### src/rtl/debug_loader.sv
// debug_loader: host-side debug controller for the MIPS pipeline.
// Assembles UART bytes into instruction words, writes them through the
// pipeline's debug load port, releases the CPU, then reports halt status
// and final PC back over the UART transmitter.
module debug_loader #(
    parameter int                  len_data    = 32,
    parameter int                  len_addr    = 8,
    parameter logic [len_data-1:0] HALT_WORD   = 32'hFFFFFFFF,
    parameter logic [7:0]          CMD_LOAD    = 8'h01,
    parameter logic [7:0]          CMD_RUN     = 8'h02,
    parameter int                  RUN_TIMEOUT = 1000000
) (
    input  logic                clk,
    input  logic                reset,
    input  logic [7:0]          rx_data,
    input  logic                rx_done,
    input  logic                tx_done,
    input  logic                halt_flag,
    input  logic [7:0]          in_pc,
    output logic                debug_flag,
    output logic [len_addr-1:0] addr_mem_inst,
    output logic [len_data-1:0] ins_to_mem,
    output logic                wea_ram_inst,
    output logic                cpu_reset,
    output logic                tx_start,
    output logic [7:0]          tx_data,
    output logic                busy
);

    localparam int BYTES = len_data / 8;
    localparam int CNT_W = (BYTES > 1) ? $clog2(BYTES) : 1;
    localparam int WD_W  = $clog2(RUN_TIMEOUT + 1);
    localparam logic [CNT_W-1:0] LAST_BYTE  = CNT_W'(BYTES - 1);
    localparam logic [WD_W-1:0]  WD_LIMIT   = WD_W'(RUN_TIMEOUT - 1);
    localparam logic [7:0]       STAT_HALT  = 8'h00;
    localparam logic [7:0]       STAT_TMOUT = 8'hEE;

    typedef enum logic [2:0] {
        IDLE,
        LOAD,
        WRITE,
        RUN,
        TX_STAT,
        WAIT_STAT,
        TX_PC,
        WAIT_PC
    } state_t;

    state_t state, next_state;

    logic [CNT_W-1:0] byte_cnt;
    logic [WD_W-1:0]  watchdog;
    logic [7:0]       tx_reg;

    logic       load_start;
    logic       shift_en;
    logic       addr_inc;
    logic       addr_clr;
    logic       wd_clr;
    logic       wd_inc;
    logic       stat_load;
    logic [7:0] stat_val;
    logic       pc_load;

    // State register; reset always returns the loader to IDLE.
    always_ff @(posedge clk) begin
        if (reset) begin
            state <= IDLE;
        end else begin
            state <= next_state;
        end
    end

    // Next-state decode plus the control strobes and port outputs for each state.
    always_comb begin
        next_state   = state;
        load_start   = 1'b0;
        shift_en     = 1'b0;
        addr_inc     = 1'b0;
        addr_clr     = 1'b0;
        wd_clr       = 1'b0;
        wd_inc       = 1'b0;
        stat_load    = 1'b0;
        stat_val     = STAT_HALT;
        pc_load      = 1'b0;
        debug_flag   = 1'b0;
        cpu_reset    = 1'b0;
        wea_ram_inst = 1'b0;
        tx_start     = 1'b0;
        tx_data      = tx_reg;
        busy         = (state != IDLE);
        case (state)
            IDLE: begin
                debug_flag = 1'b1;
                cpu_reset  = 1'b1;
                if (rx_done) begin
                    if (rx_data == CMD_LOAD) begin
                        next_state = LOAD;
                        load_start = 1'b1;
                        addr_clr   = 1'b1;
                    end else if (rx_data == CMD_RUN) begin
                        next_state = RUN;
                        wd_clr     = 1'b1;
                    end
                end
            end
            LOAD: begin
                debug_flag = 1'b1;
                cpu_reset  = 1'b1;
                if (rx_done) begin
                    shift_en = 1'b1;
                    if (byte_cnt == LAST_BYTE) begin
                        next_state = WRITE;
                    end
                end
            end
            WRITE: begin
                debug_flag   = 1'b1;
                cpu_reset    = 1'b1;
                wea_ram_inst = 1'b1;
                if ((ins_to_mem == HALT_WORD) || (&addr_mem_inst)) begin
                    next_state = IDLE;
                    addr_clr   = 1'b1;
                end else begin
                    next_state = LOAD;
                    addr_inc   = 1'b1;
                end
            end
            RUN: begin
                wd_inc = 1'b1;
                if (halt_flag) begin
                    next_state = TX_STAT;
                    stat_load  = 1'b1;
                    stat_val   = STAT_HALT;
                end else if (watchdog == WD_LIMIT) begin
                    next_state = TX_STAT;
                    stat_load  = 1'b1;
                    stat_val   = STAT_TMOUT;
                end
            end
            TX_STAT: begin
                tx_start   = 1'b1;
                next_state = WAIT_STAT;
            end
            WAIT_STAT: begin
                if (tx_done) begin
                    next_state = TX_PC;
                end
            end
            TX_PC: begin
                tx_start   = 1'b1;
                tx_data    = in_pc;
                pc_load    = 1'b1;
                next_state = WAIT_PC;
            end
            WAIT_PC: begin
                if (tx_done) begin
                    next_state = IDLE;
                end
            end
            default: begin
                next_state = IDLE;
            end
        endcase
    end

    // Datapath: word assembly, write address, watchdog and the held transmit byte.
    always_ff @(posedge clk) begin
        if (reset) begin
            addr_mem_inst <= '0;
            ins_to_mem    <= '0;
            byte_cnt      <= '0;
            watchdog      <= '0;
            tx_reg        <= '0;
        end else begin
            if (addr_clr) begin
                addr_mem_inst <= '0;
            end else if (addr_inc) begin
                addr_mem_inst <= addr_mem_inst + 1'b1;
            end
            if (load_start) begin
                byte_cnt <= '0;
            end else if (shift_en) begin
                byte_cnt   <= byte_cnt + 1'b1;
                ins_to_mem <= {ins_to_mem[len_data-9:0], rx_data};
            end
            if (wd_clr) begin
                watchdog <= '0;
            end else if (wd_inc) begin
                watchdog <= watchdog + 1'b1;
            end
            if (stat_load) begin
                tx_reg <= stat_val;
            end else if (pc_load) begin
                tx_reg <= in_pc;
            end
        end
    end

endmodule

### config.mk
export PLATFORM = sky130hd
export DESIGN_NAME = debug_loader
export DESIGN_NICKNAME = d
export VERILOG_FILES = /design/src/rtl/debug_loader.sv
export SDC_FILE = /design/constraint.sdc
export NUM_CORES = 1
export LEC_CHECK = 0
export CORE_AREA = 2 2 83 144
export CTS_CLUSTER_DIAMETER = 120
export DETAILED_ROUTE_END_ITERATION = 10
export DIE_AREA = 0 0 85 146
export SLEW_MARGIN = 20
export SYNTH_ARGS = -nofsm -noshare
export SYNTH_HDL_FRONTEND = slang
export SYNTH_SLANG_ARGS = --single-unit
### constraint.sdc
create_clock -name clk -period 2.4 [get_ports clk]
set_input_delay 0.6 -clock clk [delete_from_list [all_inputs] [get_ports clk]]
set_output_delay 0.6 -clock clk [all_outputs]
set_load 0.01 [all_outputs]
### Word-level counts from Yosys, hierarchy flattened

Index checks and enable logic that the tools add are counted.

| word-level totals | value |
|---|---|
| flip-flop bits (word level) | 73 |
| output and inout bits | 53 |
| logic and storage cells | 79 |

| operators by class | value |
|---|---|
| add/subtract/negate cells | 3 |
| equality and inequality tests | 19 |
| multiplexer cells | 38 |
| bitwise gates (word level) | 1 |
| reductions and logical operators | 12 |

Operators by type and width:

| cell | number |
|---|---|
| two-way mux 8 bit | 6 |
| == test 32 bit, second input constant | 1 |
| two-way mux 3 bit | 9 |
| case mux 3 bit (8 select lines) | 1 |
| two-way mux 1 bit | 21 |
| adder 20 x 1 -> 20 bit, second input constant | 1 |
| == test 20 bit, second input constant | 1 |
| == test 3 bit, second input constant | 4 |
| inequality test 2 bit, second input constant | 5 |
| adder 8 x 1 -> 8 bit, second input constant | 1 |
| == test 8 x 1 -> 1 bit, second input constant | 1 |
| == test 8 x 2 -> 1 bit, second input constant | 1 |
| AND reduction 8 bit | 1 |
| OR reduction 2 bit | 4 |
| AND reduction 7 bit | 1 |
| == test 3 x 2 -> 1 bit, second input constant | 2 |
| inequality test 3 bit, second input constant | 2 |
| == test 3 x 1 -> 1 bit, second input constant | 1 |
| logical NOT 3 bit | 1 |
| nonzero test 3 bit | 1 |
| OR reduction 3 bit | 1 |
| adder 2 x 1 -> 2 bit, second input constant | 1 |
| == test 2 bit, second input constant | 1 |
| case mux 1 bit (2 select lines) | 1 |
| other kinds (4) | 4 |

### Depth between registers and ports, before layout

Gate-level depths: netlist of the first run.

| depth | value |
|---|---|
| depth in word-level cells | 6 |
| depth in mapped cells | 8 |

### Least setup slack after synthesis of the first run

Ideal clock, no wire load.

| path | value |
|---|---|
| path kind | register to output |
| from | register state[2] |
| to | output tx_data[2] |
| data arrival time | 1.507 ns |
| required time | 1.800 ns |
| setup slack | 0.293 ns |
| cell stages (with the launch flop) | 6 |
| path buffers | 2 |
| path through | dfxtp_1 buf_6 nor2b_1 nand2_1 clkbuf_1 mux2_2 |

| between the ends | value |
|---|---|
| word-level cells in the longest chain between the ends | 2 |

Ends and longest elaborated chain:

| item | RTL line | source |
|---|---|---|
| from (decl) | 49 | `state_t state, next_state;` |
| from (signal assigned) | 70 | `state <= next_state;` |
| == test 3 bit | 92 | `case (state)` |
| two-way mux 8 bit | 92 |  |
| to (decl) | 26 | `output logic [7:0] tx_data,` |

No other way between the ends.

### Worst setup path in the final report of the first run

| path | value |
|---|---|
| from | input in_pc[6] |
| to | output tx_data[6] |

| between the ends | value |
|---|---|
| word-level cells in the longest chain between the ends | 1 |

Ends and longest elaborated chain:

| item | RTL line | source |
|---|---|---|
| from (decl) | 19 | `input logic [7:0] in_pc,` |
| two-way mux 8 bit | 92 |  |

No other way between the ends.

==> Flow_metrics.wiki, run 1 <==
{| class="wikitable"
! Metric !! Value
|-
| Unrepaired setup endpoints after global routing || yes
|-
| Most instantiated flip-flop cell in the synthesis netlist || dfxtp_1
|-
| Number of nets with antenna violations after detailed routing || 0
|-
| Library cell appearing most often on the critical path || clkdlybuf4s50_1
|-
| Number of placement rows || just over 50
|-
| Core Footprint || approximately 11000 sq um
|-
| Post-layout worst setup margin || between 30 and 40 ps
|-
| Syn Std Cell Area || 3300 sq um
|-
| TritonCTS clock tree || done
|-
| Path depth of the worst reg2reg path || 6
|-
| DIE AREA || around 12000 sq um
|-
| Kind of cell adding the most delay to the critical path || buffers and inverters
|-
| Slowest stage cell on the critical path || clkdlybuf4s50_1
|-
| Worst path arrival time || 1760 ps
|-
| Power per unit of standard cell area || 643 nW/um^2
|-
| Delay contributed by the slowest stage of the critical path || between 400 and 500 ps
|-
| Synthesized instance count || 390
|-
| Reg-to-Reg Start || state[1]$_SDFFE_PP0P_
|-
| Max FFs per register || 32
|-
| Cell-by-cell listing of the critical path || clkdlybuf4s50_1 > mux2_2 > clkdlybuf4s50_1
|-
| Aggregate global routing overflow || 0
|-
| Count of buffers from port buffering || between 70 and 80
|-
| Biggest register || ins_to_mem
|-
| Maximum number of pins on one net before global-route repair || 35
|-
| Net Count, Synth || 414
|-
| Worst setup slack for register-to-register paths || around 370 ps
|-
| Final setup violation count || 0
|-
| Number of global-route vias before repair || approximately 3000
|-
| Final RePlAce weighted congestion || 0.810
|-
| Buf/Inv on CP || 2
|-
| Fraction of the cycle the final worst path needs || between 90% and 100%
|-
| Utilization after layout || 41.2%
|-
| Antenna violations before repair || 0
|-
| Avg Inst Size Synth || about 8.5 sq um
|-
| Worst IR Drop VDD || just over 0.0004 V
|-
| Nets || 493
|-
| Async set-reset flop share out of synthesis || 0%
|-
| Initial core utilization || between 20 and 30%
|-
| Type of the most critical hold path || flop to flop
|-
| Data required time of the critical path || ~1800 ps
|-
| Critical register-to-register path endpoint || tx_reg[3]$_SDFFE_PP0P_
|-
| Post-synthesis cell type count || between 40 and 50
|-
| Transition time of the tightest slew-check pin || ~620 ps
|-
| Power consumption || just under 3 mW
|-
| Fillcell total || 1090
|-
| First-pass GRT wire length || 14600 um
|-
| Worst setup path endpoint || tx_data[6]
|-
| Proportion of synthesized chip area in sequential cells || around 44%
|-
| Violation count after the first detailed-route iteration || about 140
|-
| Number of max-slew violations in the final report || 0
|-
| Vias per cell || ~5
|-
| Multi-input logic area || approximately 1700 sq um
|-
| Worst setup path category || input pin to output port
|-
| Crit path launch type || input pin
|-
| Vias post-DR || ~3000
|-
| Clock period minus final worst setup slack || 2360 ps
|-
| Yosys warnings || 0
|-
| Worst rel slew slack || a little under three fifths
|-
| Final Instance Area || about 4600 sq um
|-
| Signed area change from the synthesized netlist to the final layout || 39.5%
|-
| CTS H-tree depth || 3
|-
| Status || finished, final reports clean
|-
| Proportion of layout cells with a drive suffix above 1 || ~12%
|-
| Total placed cells including tap cells || between 500 and 600
|-
| Root cell of the clock tree || clkbuf_16
|-
| TritonCTS Buffers || 9
|-
| Startpoint of the most critical setup path || in_pc[6]
|-
| Post-detail-place hpwl || roughly 6300 um
|-
| Detailed-route wire length || about 8700 um
|-
| Number of gates on the worst path with buffers counted || 3
|-
| Io pins || 74
|-
| Vertical extent of the die || roughly 150 um
|-
| Maximum operating frequency || between 0.4 and 0.5 GHz
|-
| Wire per inst || ~14 um
|-
| Latest clock arrival within the worst-skew pair || about 340 ps
|-
| Static Leakage || around 1.8 nW
|-
| Worst clock skew on the final layout || slightly below 9 ps
|-
| Post-place instance area || 4220 sq um
|-
| Chip width || about 85 um
|-
| Crit path max fanout || 2
|-
| Clk slew on worst S/H paths || roughly 60 ps
|-
| Seq cells post-synth || 73
|-
| Number of antenna cells inserted || 0
|-
| Clk buf depth || 2
|-
| Final Non-Filler Cells || slightly above 600
|-
| Register cell area after layout || ~1500 sq um
|-
| Kind of end point of the critical path || output port
|-
| Largest registers ranked by flip-flop count || ins_to_mem (32), watchdog (20)
|-
| Place WS || -178 ps
|-
| Maximum capacitance violations || 0
|-
| DRC violation count after routing || 0
|-
| # clock sinks || between 70 and 80
|-
| Global router's overall resource usage || 14.6%
|-
| Length of the first detailed-routing pass in iterations || 4
|-
| Count of flip-flops with a built-in enable after synthesis || 0
|-
| Final count of hold timing violations || 0
|}
-- Yosys cell counts (2+ instances only) --
| master | number | share of area [%] |
|---|---|---|
| nor3_1 | 5 | 0.76 |
| inv_1 | 6 | 0.68 |
| nor2_1 | 30 | 3.4 |
| nand2_1 | 83 | 9.4 |
| a41o_1 | 2 | 0.61 |
| buf_4 | 2 | 0.45 |
| mux2_2 | 8 | 2.7 |
| or3_1 | 5 | 0.95 |
| nor4_1 | 4 | 0.76 |
| nand3_1 | 12 | 1.8 |
| a2111oi_0 | 3 | 0.80 |
| nand2b_1 | 4 | 0.76 |
| a211oi_1 | 5 | 1.1 |
| o21ai_0 | 5 | 0.76 |
| nor2b_1 | 4 | 0.76 |
| xor2_1 | 7 | 1.9 |
| buf_6 | 2 | 0.68 |
| and3_1 | 8 | 1.5 |
| a21oi_1 | 44 | 6.7 |
| xnor2_1 | 15 | 4.0 |
| dfxtp_1 | 73 | 44 |
| and2_1 | 3 | 0.57 |
| buf_2 | 4 | 0.61 |
| o221a_2 | 6 | 2.0 |
| clkbuf_1 | 13 | 1.5 |
| nand4_1 | 12 | 2.3 |
| ha_1 | 3 | 1.1 |
| or4_1 | 3 | 0.68 |
-- worst min-delay path, stage by stage, from the launching register on --
cell     delay [ps]
dfxtp_1         320
nand2_1          50
a21oi_1          50
-- layer usage --
layer	global-route usage (%)	part of all wire [%]	vias to the layer above
met5	0	0	-
met4	7.46	3.2	0
met3	3.23	2.8	15
met2	25.6	54	45
met1	16.2	40	1462
li1	-	-	1523
-- where the power goes --
group | switching [mW] | leakage [nW] | internal (mW)
clock network | 0.546 | 0.161 | 0.921
registers | 0.0228 | 0.589 | 1.23
logic | 0.128 | 1.06 | 0.117
-- cells by family after synthesis --
logic type / Yosys count / synth area share (%)
adder cells (fa/ha/maj): 3 / 1.14
buffers and inverters: 27 / 3.90
AND/OR/NAND/NOR: 183 / 27.2
AO/OA/AOI/OAI: 74 / 14.9
flip-flops: 73 / 44.3
multiplexers: 8 / 2.73
XOR/XNOR: 22 / 5.84
-- layout make-up --
cell class	count	area share [%]
multi-input cells	291	37.8
flip-flops and latches	73	31.8
repair buffers	88	19.3
clock buffers	9	4.89
well taps	132	3.59
clock inverters	7	2.17
inverters	6	0.489
-- cells in the final DEF (no fill, tap or decap), drive strengths merged, types with 2 or more instances in the layout --
cell           synthesis  final
a41o                   2      2
mux2                   8      8
dfxtp                 73     73
bufinv                 0      2
a21oi                 44     44
nand2                 83     84
buf                    8     15
nor4                   5      5
nor3                   5      5
ha                     3      3
and3                   8      8
xor2                   7      7
a211oi                 5      5
clkdlybuf4s50          0     65
or4                    4      4
clkbuf                13      9
xnor2                 15     15
nand2b                 5      5
o221a                  6      6
o31ai                  2      2
or3                    5      5
dlymetal6s2s           0      8
a2111oi                3      3
inv                    6      9
nor2b                  4      4
nand3                 12     12
nand4                 12     12
clkinv                 0      2
nor2                  31     31
and2                   3      3
o21ai                  5      5
-- how the worst min path moves through the flow --
stage                                             end                        start  slack, ps  depth (start not counted)
after floorplan              byte_cnt[1]$_SDFFE_PP0P_     byte_cnt[1]$_SDFFE_PP0P_        440                          2
after detailed placement  ins_to_mem[29]$_SDFFE_PP0P_  ins_to_mem[29]$_SDFFE_PP0P_        470                          2
after global placement       byte_cnt[1]$_SDFFE_PP0P_     byte_cnt[1]$_SDFFE_PP0P_        450                          2
after global routing      ins_to_mem[25]$_SDFFE_PP0P_  ins_to_mem[25]$_SDFFE_PP0P_        500                          2
final                     ins_to_mem[29]$_SDFFE_PP0P_  ins_to_mem[29]$_SDFFE_PP0P_        470                          2
after CTS                 ins_to_mem[29]$_SDFFE_PP0P_  ins_to_mem[29]$_SDFFE_PP0P_        480                          2
-- stage by stage --
stage	TNS [ps]	hold slack [ps]
floorplan	0	439
global placement	-1180	450
detailed placement	-1860	468
CTS	-7.58	478
global route	-12.4	498
finish	0	474
-- timing repair --
| item | in CTS | in global routing |
|---|---|---|
| endpoints found under the setup margin | 8 | 10 |
| setup buffers | 0 | 1 |
| hold buffers | 0 | 0 |
| resized for setup | 5 | 11 |
| pin swaps | 1 | 0 |
| gates cloned | 1 | 0 |
Note: power is estimated with default switching activity, not from simulation.
==> inputs of run 2 (changes only) <==
--- a/config.mk
+++ b/config.mk
@@ -5,10 +5,11 @@
 export SDC_FILE = /design/constraint.sdc
 export NUM_CORES = 1
 export LEC_CHECK = 0
-export CORE_AREA = 2 2 83 144
+export CAP_MARGIN = 5
+export CORE_AREA = 2 2 108 110
 export CTS_CLUSTER_DIAMETER = 120
 export DETAILED_ROUTE_END_ITERATION = 10
-export DIE_AREA = 0 0 85 146
+export DIE_AREA = 0 0 110 112
 export SLEW_MARGIN = 20
 export SYNTH_ARGS = -nofsm -noshare
 export SYNTH_HDL_FRONTEND = slang
==> run 2 against run 1 <==
Against the previous run:
- via count down 3.0%
- clock skew down 0.63 ps
- wire length down 6.7%
- total power down 3.2%
- clock power down 6%
- sequential share of layout area up 0.34 points
- setup slack better by 75 ps
- cell area down 1.1%
- highest routed layer unchanged
==> Flow_metrics.wiki, run 2 (synthesized netlist as in run 1, its figures left out) <==
{| class="wikitable"
! Metric !! Value
|-
| Status || finished, final reports clean
|-
| Root cell of the clock tree || clkbuf_16
|-
| Max FFs per register || 32 (unchanged)
|-
| Number of global-route vias before repair || 2752 (-9.7%)
|-
| Multi-input logic area || 1720 sq um (-1.4%)
|-
| Commonest non-fill, non-tap cell in the layout || nand2_1
|-
| Vertical extent of the die || 112 um (-23%)
|-
| Final Instance Area || 4550 sq um (-1.1%)
|-
| Post-detail-place hpwl || 5950 um (-6.1%)
|-
| Global router's overall resource usage || 13.8% (-0.82 points)
|-
| Chip width || 110 um (+29%)
|-
| Crit path launch type || flop
|-
| Number of placement rows || 39 (-24%)
|-
| Final count of hold timing violations || 0 (unchanged)
|-
| Number of nets with antenna violations after detailed routing || 0 (unchanged)
|-
| Worst path arrival time || 1690 ps (-70 ps)
|-
| Delay contributed by the slowest stage of the critical path || 360 ps (-120 ps)
|-
| Transition time of the tightest slew-check pin || 637 ps (+14.6 ps)
|-
| Clk slew on worst S/H paths || 60 ps (about the same)
|-
| DIE AREA || 12300 sq um (-0.73%)
|-
| First-pass GRT wire length || 13500 um (-7.1%)
|-
| Worst setup path category || flop to output port
|-
| Unrepaired setup endpoints after global routing || no
|-
| Slowest stage cell on the critical path || mux2_2
|-
| Number of hold buffers added after cts || 0 (unchanged)
|-
| Setup repair bufs after CTS || 0 (unchanged)
|-
| Combinational Power Share || 8.5% (+0.2 points)
|-
| Initial core utilization || 29.5% (about the same)
|-
| Switching power summed over all nets || 701 uW (+0.70%)
|-
| Crit path max fanout || 12 (+10)
|-
| Post-place instance area || 4240 sq um (+0.50%)
|-
| Io pins || 74 (unchanged)
|-
| CTS H-tree depth || 3 (unchanged)
|-
| Register cell area after layout || 1460 sq um (about the same)
|-
| Worst clock skew on the final layout || 8.18 ps (-0.627 ps)
|-
| Data required time of the critical path || 1800 ps (about the same)
|-
| Biggest register || ins_to_mem
|-
| Clock share of power || 48.1% (-1.4 points)
|-
| Vias post-DR || 2954 (-3.0%)
|-
| Number of max-slew violations in the final report || 0 (unchanged)
|-
| TritonCTS Buffers || 9 (unchanged)
|-
| Proportion of layout cells with a drive suffix above 1 || 11.8% (-0.61 points)
|-
| Commonest cells after routing, fill and taps aside || 83 x nand2_1, 73 x dfxtp_1, 64 x clkdlybuf4s50_1
|-
| Aggregate global routing overflow || 0 (unchanged)
|-
| Power consumption || 2.87 mW (-3.2%)
|-
| Utilization after layout || 40.7% (-0.50 points)
|-
| Clock period minus final worst setup slack || 2290 ps (-74.8 ps)
|-
| Kind of cell adding the most delay to the critical path || buffers and inverters
|-
| DRC violation count after routing || 0 (unchanged)
|-
| Kind of end point of the critical path || output port
|-
| Antenna violations before repair || 0 (unchanged)
|-
| Static Leakage || 1.66 nW (-7.8%)
|-
| Maximum operating frequency || 0.437 GHz (+3.3%)
|-
| Cell-by-cell listing of the critical path || nor2b_2 > nand2_1 > buf_6 > mux2_2 > dlygate4sd2_1
|-
| Latest clock arrival within the worst-skew pair || 330 ps (about the same)
|-
| Worst rel slew slack || 56.4% (-1.0 points)
|-
| Vias per cell || 4.80 (-4.6%)
|-
| Type of the most critical hold path || flop to flop
|-
| Nets || 492 (-0.20%)
|-
| Final RePlAce weighted congestion || 0.846 (+4.4%)
|-
| Switching fraction of total power || 24.4% (+0.94 points)
|-
| Fraction of the cycle the final worst path needs || 95.3% (-3.1 points)
|-
| Worst hold slack || 469 ps (-4.36 ps)
|-
| Internal Pwr Total || 2.17 mW (-4.4%)
|-
| Fillcell total || 1128 (+3.5%)
|-
| Largest registers ranked by flip-flop count || ins_to_mem (32), watchdog (20)
|-
| Part of the total power dissipated in sequential elements || 43.4% (+1.2 points)
|-
| Final setup violation count || 0 (unchanged)
|-
| Core Footprint || 11200 sq um (about the same)
|-
| Detailed-route wire length || 8160 um (-6.7%)
|-
| Maximum capacitance violations || 0 (unchanged)
|-
| Length of the first detailed-routing pass in iterations || 5 (+1)
|-
| Violation count after the first detailed-route iteration || 164 (+18%)
|-
| Signed area change from the synthesized netlist to the final layout || 37.9%
|-
| # clock sinks || 73 (unchanged)
|-
| Maximum number of pins on one net before global-route repair || 35 (unchanged)
|-
| TritonCTS clock tree || done
|-
| Power per unit of standard cell area || 630 nW/um^2 (-2.1%)
|-
| Buf/Inv on CP || 2 (unchanged)
|-
| Worst IR Drop VDD || 0.000333 V (-18%)
|-
| Wire per inst || 13.2 um (-8.2%)
|-
| Clk buf depth || 2 (unchanged)
|-
| Number of antenna cells inserted || 0 (unchanged)
|-
| Count of buffers from port buffering || 73 (unchanged)
|}
## run 2: cell count changes in the layout (fill, tap and decap cells not counted), sizes merged
cell           change
nand2              -1
bufinv             -1
clkinvlp           +2
inv                +1
clkinv             -2
dlymetal6s2s       -7
clkdlybuf4s50      -1
dlygate4sd2        +8
## run 2: final timing paths
kind / start / endpoint / slack [ps] / depth (start not counted)
worst max-delay path: state[2]$_SDFFE_PP0P_ / tx_data[0] / 110 / 5
worst min-delay path: byte_cnt[1]$_SDFFE_PP0P_ / byte_cnt[1]$_SDFFE_PP0P_ / 470 / 2
worst max register to register: state[1]$_SDFFE_PP0P_ / tx_reg[1]$_SDFFE_PP0P_ / 400 / 6
worst min register to register: byte_cnt[1]$_SDFFE_PP0P_ / byte_cnt[1]$_SDFFE_PP0P_ / 470 / 2
## run 2: worst reg2reg max path, delay by kind of cell (launching register included)
kind	cells	cell delay (ps)
AO/OA/AOI/OAI	3	790
AND/OR/NAND/NOR	2	490
buffers and inverters	1	190
flip-flops	1	420
## run 2: final cells by class
type | instances | area share [%]
Sequential cell | 73 | 32.1
Multi-Input combinational cell | 290 | 37.7
Timing Repair Buffer | 88 | 19.0
Clock buffer | 9 | 4.95
Clock inverter | 7 | 1.81
Tap cell | 143 | 3.93
Inverter | 6 | 0.495
## run 2: stage by stage
stage               setup slack [ps]  instances  TNS, ps
finish                           113        616        0
global route                    40.1        616        0
CTS                             21.8        616        0
detailed placement              -108        600     -685
global placement                -111        600     -996
floorplan                        293        390        0
## run 2: timing repair
item,4_1_cts,5_1_grt
endpoints found under the hold margin,0,0
pin swaps,0,0
resized for setup,10,2
setup endpoints to repair,8,2
## run 2: per-layer routing
layer | share of wire [%] | global-route usage [%]
met5 | 0 | 0
met4 | 0.66 | 4.56
met3 | 3.7 | 3.51
met2 | 49 | 21.6
met1 | 47 | 18.4
## run 2: power by group through the flow
stage / logic, mW / registers, mW / clock network, mW
global placement: 0.240 / 1.27 / 0
finish: 0.244 / 1.25 / 1.38
CTS: 0.245 / 1.24 / 1.42
global route: 0.266 / 1.25 / 1.48
detailed placement: 0.244 / 1.27 / 0
floorplan: 0.126 / 1.27 / 0
==> variant 1: new RTL, flow settings as in run 1 <==
The 8 states of `state_t` get a one-hot encoding in 8 bits.
--- a/src/rtl/debug_loader.sv
+++ b/src/rtl/debug_loader.sv
@@ -36,13 +36,13 @@
     localparam logic [7:0]       STAT_TMOUT = 8'hEE;
 
-    typedef enum logic [2:0] {
-        IDLE,
-        LOAD,
-        WRITE,
-        RUN,
-        TX_STAT,
-        WAIT_STAT,
-        TX_PC,
-        WAIT_PC
+    typedef enum logic [7:0] {
+        IDLE      = 8'b00000001,
+        LOAD      = 8'b00000010,
+        WRITE     = 8'b00000100,
+        RUN       = 8'b00001000,
+        TX_STAT   = 8'b00010000,
+        WAIT_STAT = 8'b00100000,
+        TX_PC     = 8'b01000000,
+        WAIT_PC   = 8'b10000000
     } state_t;
 
Behaviour: no difference found for any inputs over 4 cycles, from zero or initial values and one cycle with reset high; so few cycles prove little.
==> variant 1 against run 1 <==
  * The run now ends with negative setup slack left
  * Utilization increased by 4.3 points
  * Wire length is 13% higher
  * First-iteration DRC count grew 53%
  * Cell area rose by 10%
  * Sequential cell count grew 5
  * Register-to-register slack worse by 270 ps
  * Die area stayed put
  * Worst setup slack got worse by 290 ps
  * Synthesized area increased by 8.0%
  * Critical path type is now reg -> out
Power is not compared: it rests on default switching activity, and its combinational part moved more than twofold at a synthesized area within 25%.
==> variant 1: results <==
[run_status]
status = complete, but fails checks
violations = negative setup slack

[timing]
finalClockSkew_ps = 6.22
fmax_mhz = 377
worstMarginPinSlew_ps = 537
worst_slack_ps = -249
finalSetupViolCount = 9
finalSetupTns_ps = -1810

[synthesis]
synth_compound_area_share_pct = 14.9
synth_nets = 441
synth_xor_area_share_pct = 5.65
dominantRegCellSynth = dfxtp_1
yosys-mux-area-fraction_pct = 2.53
ys_top_cells_by_count = nand2_1 (81), dfxtp_1 (78), a21oi_1 (47)
synthDistinctLibCells = 57
ys_seq_area_share_pct = 43.8
syn_avg_cell_area_um2 = 8.55
synth_area_leaders = dfxtp_1 (44%), nand2_1 (8.5%), a21oi_1 (6.6%)
synthAdderAreaFrac_pct = 1.05

[route]
wl_met1_um = 3910
dr_wl_met3_um = 357
dr_wl_met2_um = 5280
routed_wl_um = 9840
first_pass_iters = 6
drt_first_iter_violations = 212
via_per_inst = 5.19

[setup_path]
cp_max_fo = 5

[cells_and_area]
nets = 548
num-fill-cells = 1083
drive_gt1_share_pct = 19.8
final_cells = 661

[place]
place_congestion = 0.859
dpl_cell_area_mm2 = 0.00467
dp_hpwl_um = 7110
dp_cells = 638
place_ws_ps = -353

[grt]
grt_pass1_wl_um = 16300
gr-usage-met3_pct = 3.74
gr-usage-all-layers_pct = 16.3
use_met2_pct = 29.1
grt_pass1_vias = 3377
grt_start_max_net_pins = 39
met1_usage_pct = 17.8

[cts]
cts_setup_buffers = 7
cts_resized = 74

[pwr]
irDropWorstVdd_v = 0.000510
## variant 1: cell types whose count changed after synthesis, moves of 4 or more
| cell | run 1 | this run |
|---|---|---|
| dfxtp_1 | 73 | 78 |
| nand3_1 | 12 | 8 |
| o31ai_1 | 1 | 6 |
| a211oi_1 | 5 | 0 |
| xnor2_1 | 15 | 19 |
| and3_1 | 8 | 3 |
| nor2_1 | 30 | 24 |
| nor3_1 | 5 | 16 |
| or4_1 | 3 | 11 |
| nand4_1 | 12 | 17 |
## variant 1: worst paths after layout
check	from	to	slack, ps	cells after the start
worst max-delay path	state[1]$_SDFFE_PP0P_	tx_data[5]	-250	6
worst min-delay path	ins_to_mem[25]$_SDFFE_PP0P_	ins_to_mem[25]$_SDFFE_PP0P_	470	2
worst max register to register	state[5]$_SDFFE_PP0P_	watchdog[15]$_SDFFE_PP0P_	100	9
worst min register to register	ins_to_mem[25]$_SDFFE_PP0P_	ins_to_mem[25]$_SDFFE_PP0P_	470	2
## variant 1: worst max-delay path: stages, from the launching register on
cell and delay [ps]:
dfxtp_2 330, or4_4 560, nor2_4 130, nand3b_4 130
buf_6 150, mux2_4 290, buf_6 120
## variant 1: final cells by class
class	instances	share of cell area [%]
multi-input cells	309	37.8
flip-flops and latches	78	30.8
repair buffers	117	21.8
clock buffers	9	4.43
well taps	132	3.25
clock inverters	7	1.23
inverters	9	0.664
## variant 1: cells by family after synthesis
kind of cell    count (synthesis)
mux                             8
compound gates                 81
xor+xnor                       23
simple gates                  194
flops                          78
buf+inv                        30
fa+ha+maj                       3
## variant 1: stage by stage
stage / util [%] / hold slack [ps]
6_report: 45.6 / 472
5_1_grt: 45.6 / 503
4_1_cts: 45.4 / 473
3_5_place_dp: 41.8 / 463
3_3_place_gp: 41.8 / 457
2_1_floorplan: - / 445
==> variant 2: new RTL, config.mk and constraints of run 1 <==
Without the edit above. The parameter `len_addr` goes from 8 to 4.
--- a/src/rtl/debug_loader.sv
+++ b/src/rtl/debug_loader.sv
@@ -5,5 +5,5 @@
 module debug_loader #(
     parameter int                  len_data    = 32,
-    parameter int                  len_addr    = 8,
+    parameter int                  len_addr    = 4,
     parameter logic [len_data-1:0] HALT_WORD   = 32'hFFFFFFFF,
     parameter logic [7:0]          CMD_LOAD    = 8'h01,
Interface: changed (resized addr_mem_inst); port bits go from 74 to 70. No check against the original RTL was run, so the function may have changed too.
==> variant 2 against run 1 <==
  * Worst hold slack got worse by 7.2 ps
  * Cell area decreased by 3.0%
  * Synthesized area is 5.8% lower
  * Worst setup slack improved by 42 ps
  * Sequential cell count shrank 4
  * Wire length shrank 3.9%
  * Global-route usage decreased by 0.71 points
  * Critical endpoint unchanged
  * Highest routed layer unchanged
Power is not compared: it rests on default switching activity, and its combinational part moved more than twofold at a synthesized area within 25%.
==> variant 2: results <==
[pwr]
irDropWorstVdd_v = 0.000459

[setup_path]
crit_arrival_ps = 1720
startpoint = state[0]$_SDFFE_PP0P_
rrSetupSlack_ps = 90
cp_max_fo = 10
r2r_start = watchdog[6]$_SDFFE_PP0P_

[synthesis]
ys_seq_area_share_pct = 44.4
synth_area_leaders = dfxtp_1 (44%), nand2_1 (10%), a21oi_1 (7.1%)
synth_nets = 407
synthDistinctLibCells = 41
syn-instance-count = 383

[cells_and_area]
nets = 495
num-fill-cells = 1089
drive_gt1_share_pct = 15.3

[grt]
gr-usage-all-layers_pct = 13.9
grt_start_max_net_pins = 38
grt_pass1_vias = 2924
grt_pass1_wl_um = 13800

[route]
drt_first_iter_violations = 185
via_per_inst = 4.92
first_pass_iters = 4
wl_per_cell_um = 13.8
vias = 2993

[run_status]
status = complete, no violations

[cts]
cts_resized = 21
clk-insertion-delay-late_ps = 330
htreeDepth = 3
cts_setup_buffers = 3

[timing]
worst_slack_ps = 79.6
finalClockSkew_ps = 5.82
whs_ps = 466

[place]
dp_hpwl_um = 6080
place_congestion = 0.766
dp_cells = 586
place_ws_ps = -527
io_buffers = 69
dpl_cell_area_mm2 = 0.00407

[hold_path]
hold_start = byte_cnt[1]$_SDFFE_PP0P_
-- variant 2: changes by cell type in the layout (fill, tap and decap cells not counted), sizes merged, moves of 7 or more --
cell           delta
a221oi            +7
buf              +18
clkdlybuf4s50     -9
dlymetal6s2s      -8
-- variant 2: area by class of cell --
cell class	count	area, um^2	area share (%)
multi-input cells	280	1620	36.2
flip-flops and latches	69	1380	30.9
repair buffers	101	946	21.2
clock buffers	9	225	5.04
well taps	132	165	3.70
clock inverters	7	97.6	2.18
inverters	10	37.5	0.840
-- variant 2: critical path, stage by stage, from the launching register on --
cell and delay [ps]:
dfxtp_1 320, inv_2 60, nand2_2 60, inv_2 70, and2_4 150, buf_8 120, mux2_2 320, dlygate4sd2_1 280
-- variant 2: power groups by stage --
stage | clock [mW] | sequential [mW] | combinational, mW
4_1_cts | 1.45 | 1.15 | 0.106
3_3_place_gp | 0 | 1.18 | 0.104
6_report | 1.42 | 1.15 | 0.106
5_1_grt | 1.50 | 1.15 | 0.114
2_1_floorplan | 0 | 1.18 | 0.0367
3_5_place_dp | 0 | 1.18 | 0.105
-- variant 2: kinds of logic (layout without fill, tap and decap cells) --
logic type	Yosys count	after routing	synth area share, %
AOI/OAI and AO/OA	73	73	15.0
muxes	9	9	3.22
xor gates and xnor gates	16	16	4.51
adders and majority gates	3	3	1.21
buffers and inverters	34	127	4.47
and+or+nand+nor	179	179	27.2
DFF	69	69	44.4
-- variant 2: layer usage --
| metal | wire length (um) | GRT usage (%) | up-vias |
|---|---|---|---|
| met2 | 4200 | 22.9 | 84 |
| met1 | 3400 | 15.9 | 1385 |
| li1 | - | - | 1497 |
| met3 | 411 | 3.74 | 27 |
| met5 | 0 | 0 | - |
| met4 | 388 | 8.10 | 0 |
